`src/rtl/pwm_multi_channel.sv`:
```
`default_nettype none
// ============================================================================
//  Module   : pwm_multi_channel
//  Purpose  : CH-channel PWM generator sharing one period counter; duty,
//             period and edge/center alignment are double-buffered and only
//             take effect at a period boundary.
//  Revision : 1.0
// ============================================================================
module pwm_multi_channel #(
    parameter int CH = 4,
    parameter int CW = 8,
    parameter int AW = $clog2(CH + 2)
) (
    input  logic          clk,
    input  logic          rst_n,
    input  logic          en,
    input  logic          wr_en,
    input  logic [AW-1:0] wr_addr,
    input  logic [CW-1:0] wr_data,
    output logic [CH-1:0] pwm_out,
    output logic          period_tick
);

    localparam logic [AW-1:0] c_addr_period = AW'(CH);
    localparam logic [AW-1:0] c_addr_mode   = AW'(CH + 1);

    logic [CH-1:0][CW-1:0] duty_sh_q,  duty_sh_d;
    logic [CH-1:0][CW-1:0] duty_act_q, duty_act_d;
    logic [CW-1:0]         period_sh_q,  period_sh_d;
    logic [CW-1:0]         period_act_q, period_act_d;
    logic                  mode_sh_q,  mode_sh_d;
    logic                  mode_act_q, mode_act_d;
    logic [CW-1:0]         cnt_q, cnt_d;
    logic                  dir_q, dir_d;
    logic [CH-1:0]         pwm_q, pwm_d;
    logic                  tick_q, tick_d;
    logic                  boundary;
    logic                  load_act;

    // Center mode with P == 1 never turns down: 0,1 is already a full period.
    always_comb begin
        boundary = 1'b0;
        if (period_act_q == '0) begin
            boundary = 1'b1;
        end else if (!mode_act_q) begin
            boundary = (cnt_q == period_act_q);
        end else begin
            boundary = (cnt_q == CW'(1)) && (dir_q || (period_act_q == CW'(1)));
        end
    end

    assign load_act = !en || boundary;

    always_comb begin
        cnt_d = cnt_q;
        dir_d = dir_q;
        if (load_act) begin
            cnt_d = '0;
            dir_d = 1'b0;
        end else if (!mode_act_q) begin
            cnt_d = cnt_q + CW'(1);
        end else if (dir_q) begin
            cnt_d = cnt_q - CW'(1);
        end else if (cnt_q == period_act_q) begin
            dir_d = 1'b1;
            cnt_d = cnt_q - CW'(1);
        end else begin
            cnt_d = cnt_q + CW'(1);
        end
    end

    always_comb begin
        period_sh_d  = (wr_en && (wr_addr == c_addr_period)) ? wr_data : period_sh_q;
        mode_sh_d    = (wr_en && (wr_addr == c_addr_mode)) ? wr_data[0] : mode_sh_q;
        period_act_d = load_act ? period_sh_q : period_act_q;
        mode_act_d   = load_act ? mode_sh_q : mode_act_q;
        tick_d       = en && boundary;
    end

    // Active copies take the pre-write shadow, so a boundary write lands a period later.
    generate
        for (genvar i = 0; i < CH; i++) begin : g_ch
            assign duty_sh_d[i]  = (wr_en && (wr_addr == AW'(i))) ? wr_data : duty_sh_q[i];
            assign duty_act_d[i] = load_act ? duty_sh_q[i] : duty_act_q[i];
            assign pwm_d[i]      = en && (cnt_q < duty_act_q[i]);
        end
    endgenerate

    always_ff @(posedge clk or negedge rst_n) begin
        if (!rst_n) begin
            duty_sh_q    <= '0;
            duty_act_q   <= '0;
            period_sh_q  <= '1;
            period_act_q <= '1;
            mode_sh_q    <= 1'b0;
            mode_act_q   <= 1'b0;
            cnt_q        <= '0;
            dir_q        <= 1'b0;
            pwm_q        <= '0;
            tick_q       <= 1'b0;
        end else begin
            duty_sh_q    <= duty_sh_d;
            duty_act_q   <= duty_act_d;
            period_sh_q  <= period_sh_d;
            period_act_q <= period_act_d;
            mode_sh_q    <= mode_sh_d;
            mode_act_q   <= mode_act_d;
            cnt_q        <= cnt_d;
            dir_q        <= dir_d;
            pwm_q        <= pwm_d;
            tick_q       <= tick_d;
        end
    end

    assign pwm_out     = pwm_q;
    assign period_tick = tick_q;

endmodule
`default_nettype wire

```
`config.mk`:
```
export PLATFORM = sky130hd
export DESIGN_NAME = pwm_multi_channel
export DESIGN_NICKNAME = d
export VERILOG_FILES = /design/src/rtl/pwm_multi_channel.sv
export SDC_FILE = /design/constraint.sdc
export NUM_CORES = 1
export LEC_CHECK = 0
export CELL_PAD_IN_SITES_DETAIL_PLACEMENT = 0
export CELL_PAD_IN_SITES_GLOBAL_PLACEMENT = 1
export CORE_MARGIN = 2
export CORE_UTILIZATION = 44
export DETAILED_ROUTE_END_ITERATION = 6
export GPL_TIMING_DRIVEN = 0
export PLACE_DENSITY_LB_ADDON = 0.1
export SYNTH_ARGS = -nofsm -noshare
export SYNTH_HDL_FRONTEND = slang
export SYNTH_SLANG_ARGS = --single-unit
```
`constraint.sdc`:
```
create_clock -name clk -period 1.9 [get_ports clk]
set_input_delay 0.285 -clock clk [delete_from_list [all_inputs] [get_ports clk]]
set_output_delay 0.285 -clock clk [all_outputs]
set_load 0.02 [all_outputs]
```
==> impl_metrics.env <==
export IMPL_status="finished with violations"
export IMPL_violations="negative setup slack"
export IMPL_drc=0
export IMPL_slew_violations=0
export IMPL_die_w_um=109
export IMPL_synth_seq_cells=96
export IMPL_start_util_pct=45.0
export IMPL_yosysSeqAreaShare_pct=49.6
export IMPL_cp_end_kind="flop"
export IMPL_synth_ff_type="dfrtp_1"
export IMPL_cts_clk_slew_worst_paths_ps=90
export IMPL_crit_slowest_cell="dfstp_2"
export IMPL_power_frac_comb_pct=36.6
export IMPL_htree_levels=3
export IMPL_crit_required_ps=2170
export IMPL_dp_hpwl_um=7360
export IMPL_avgSynthCellArea_sq_um=11.0
export IMPL_timing_final_crit_share_pct=101
export IMPL_rsz0062_at_grt="true"
export IMPL_crit_arrival_ps=2190
export IMPL_fin_crit_ps=1920
export IMPL_clk_latency_ps=380
export IMPL_slew_headroom_pct=36.0
export IMPL_power_frac_seq_pct=43.1
export IMPL_cts_tree="built"
export IMPL_switching_share_pct=34.5
export IMPL_synth_cell_types=44
export IMPL_detailed_place_area_sq_um=5250
export IMPL_p_switching_mw=2.37
export IMPL_netlist_area_leader_share_pct=41.0
export IMPL_finalHoldViolCount=0
export IMPL_clk_path_buf_depth=2
export IMPL_die_area_sq_um=12000
export IMPL_fmax_ghz=0.521
export IMPL_hold_slack_ps=374
export IMPL_cp_max_fo=10
export IMPL_fin_setup_tns_ps=-237
export IMPL_criticalPathCategory="flop to flop"
export IMPL_fin_ws_ps=-19.5
export IMPL_grt_pass1_vias=3345
export IMPL_antenna_cells=0
export IMPL_synth_edff_count=0
export IMPL_maxCapViolCount=0
export IMPL_gp_congestion=0.769
export IMPL_yosys_top_cells_count="80 x dfrtp_1, 74 x nand2_1, 41 x mux2_2, 35 x inv_1, 31 x ha_1"
export IMPL_antenna_left=0
export IMPL_placedCellCount=600
export IMPL_max_stage_delay_ps=590
export IMPL_antenna_found_initial=0
export IMPL_pwr_share_clk_pct=20.2
export IMPL_cts_sinks=96
export IMPL_hp_class="input pin to flop"
export IMPL_routed_wirelength_um=11300
export IMPL_worstMarginPinSlew_ps=954
export IMPL_root_buffer="clkbuf_8"
export IMPL_worst_setup_path_start_kind="flop"
export IMPL_grt_total_usage_pct=20.9
export IMPL_numCtsBuffers=9
export IMPL_first_pass_iters=4
export IMPL_min_path_cells=3
export IMPL_synthCells=442
export IMPL_routed_via_density=5.17
export IMPL_drt_iter0_drc=173
export IMPL_stdcell_count=647
export IMPL_area_growth_pct=23.3
export IMPL_p_int_mw=4.51
export IMPL_grt_pass1_wl_um=18200
export IMPL_ioPinCount=20
export IMPL_design_core_area_sq_um=10800
export IMPL_dr_total_vias=3346
export IMPL_synth_cell_area_sq_um=4880
export IMPL_crit_top_cell="buf_6"
export IMPL_finalSetupViolations=18
export IMPL_layout_nets=548
export IMPL_synth_area_leader_cell="dfrtp_1"
export IMPL_cp_cell_sequence="buf_6 > xnor2_4 > nand4_4 > nor3_4 > or2_4 > buf_12 > buf_6 > o21ai_2"
export IMPL_skew_ps=11.5
export IMPL_syn_nets=488
export IMPL_power_density_nw_per_um2=1140
export IMPL_r2r_cells=8
export IMPL_vdd_drop_max_v=0.000569
export IMPL_finish_instance_area_sq_um=6020
export IMPL_grt_ovfl_total=0
export IMPL_utilization_pct=55.5
export IMPL_dieHeight_um=109
export IMPL_wl_per_cell_um=17.4
export IMPL_async_flop_share_pct=100
export IMPL_rows=38
export IMPL_portBuffers=17
export IMPL_p_leak_nw=2.75
export IMPL_grt_max_degree=63
export IMPL_ys_top_cells_by_area="dfrtp_1 41%, mux2_2 9.5%, dfstp_2 8.6%"
export IMPL_drive_above_1_share_pct=39.6
export IMPL_synth_most_common_cell="dfrtp_1"
export IMPL_yosys_warnings=0
==> power groups by stage <==
stage / combinational [mW] / clock (mW) / sequential [mW]
final: 2.52 / 1.39 / 2.97
after global routing: 2.83 / 1.51 / 3.03
after CTS: 2.29 / 1.44 / 2.94
after detailed placement: 2.01 / 0 / 3.00
after global placement: 1.97 / 0 / 2.98
after floorplan: 1.47 / 0 / 2.94
==> layout by cell type (no fill, tap or decap), types with 3 or more instances in the layout <==
cell type	n
inv_1	35
buf_4	26
nand4_1	3
clkdlybuf4s50_1	16
buf_12	6
ha_1	31
mux2_2	41
nand2_2	22
xnor2_1	6
o21ai_2	24
nor2_4	3
nor2b_1	5
nand2_1	61
o211ai_1	4
dfrtp_1	73
a21o_1	8
dfrtp_2	7
nand2b_1	4
clkbuf_1	3
mux2i_1	4
dfstp_2	16
nand3_1	4
nor3_1	3
a21oi_1	3
buf_16	3
o21ai_1	6
clkbuf_8	9
a211oi_1	4
nor3_2	3
buf_6	7
clkinv_4	3
o21ai_0	10
nor2_1	14
==> stage by stage <==
| stage | total power [mW] | setup slack (ps) |
|---|---|---|
| 6_report | 6.88 | -19.5 |
| 2_1_floorplan | 4.41 | 71.3 |
| 3_5_place_dp | 5.00 | -524 |
| 3_3_place_gp | 4.95 | -3130 |
| 5_1_grt | 7.37 | -115 |
| 4_1_cts | 6.67 | -26.8 |
==> final cells by class <==
type,instances,area (sq um)
buffer,13,154
clock buffer,9,124
clock inverter,7,80.1
fill,982,4820
inverter,35,131
multi-input combinational,294,2360
sequential,96,2430
tap,140,175
timing repair buffer,53,567
==> state kept, by name (all words and copies together) (netlist names) <==
name          cells
dir_q             1
period_tick       1
duty_act_q       32
mode_act_q        1
period_sh_q       8
pwm_out           4
cnt_q             8
mode_sh_q         1
period_act_q      8
duty_sh_q        32
==> layer usage <==
layer / part of all wire, % / vias to the layer above / GRT usage [%]
met5: 0 / - / 0
met1: 49 / 1680 / 30.9
met3: 2.2 / 11 / 2.90
li1: - / 1610 / -
met4: 1.5 / 0 / 8.14
met2: 47 / 45 / 30.9
==> logic make-up after synthesis <==
group,count (synthesis),share of synthesized area [%]
adder cells (fa/ha/maj),31,7.94
buffers and inverters,52,5.74
multiplexers,45,10.3
AO/OA/AOI/OAI,67,10.2
AND/OR/NAND/NOR,142,14.6
flip-flops,96,49.6
XOR/XNOR,9,1.61
==> path summary, 6_finish.rpt <==
kind	start	endpoint	slack [ps]
worst max-delay path	period_act_q[2]	duty_act_q[13]	-20
worst min-delay path	wr_addr[0]	mode_sh_q	370
worst max register to register	period_act_q[2]	duty_act_q[13]	-20
worst min register to register	period_sh_q[1]	period_act_q[1]	460
max in group asynchronous	rst_n	period_act_q[5]	770
min in group asynchronous	rst_n	pwm_out[2]	400
==> critical path, delay by kind of cell (launching register included) <==
kind                      cells  cell delay [ps]
AOI/OAI and AO/OA             1               60
xor gates and xnor gates      1              120
buffers and inverters         3              470
DFF                           1              590
and+or+nand+nor               3              570
==> repair_timing <==
| item | CTS | global route |
|---|---|---|
| hold endpoints to repair | 34 | 0 |
| endpoints found under the setup margin | 57 | 57 |
| hold buffers | 1 | 0 |
| gates cloned | 2 | 2 |
| pin swaps | 7 | 30 |
| gates resized for setup | 19 | 50 |
| setup buffers | 22 | 8 |
No activity file was read; power rests on OpenSTA's default activity.
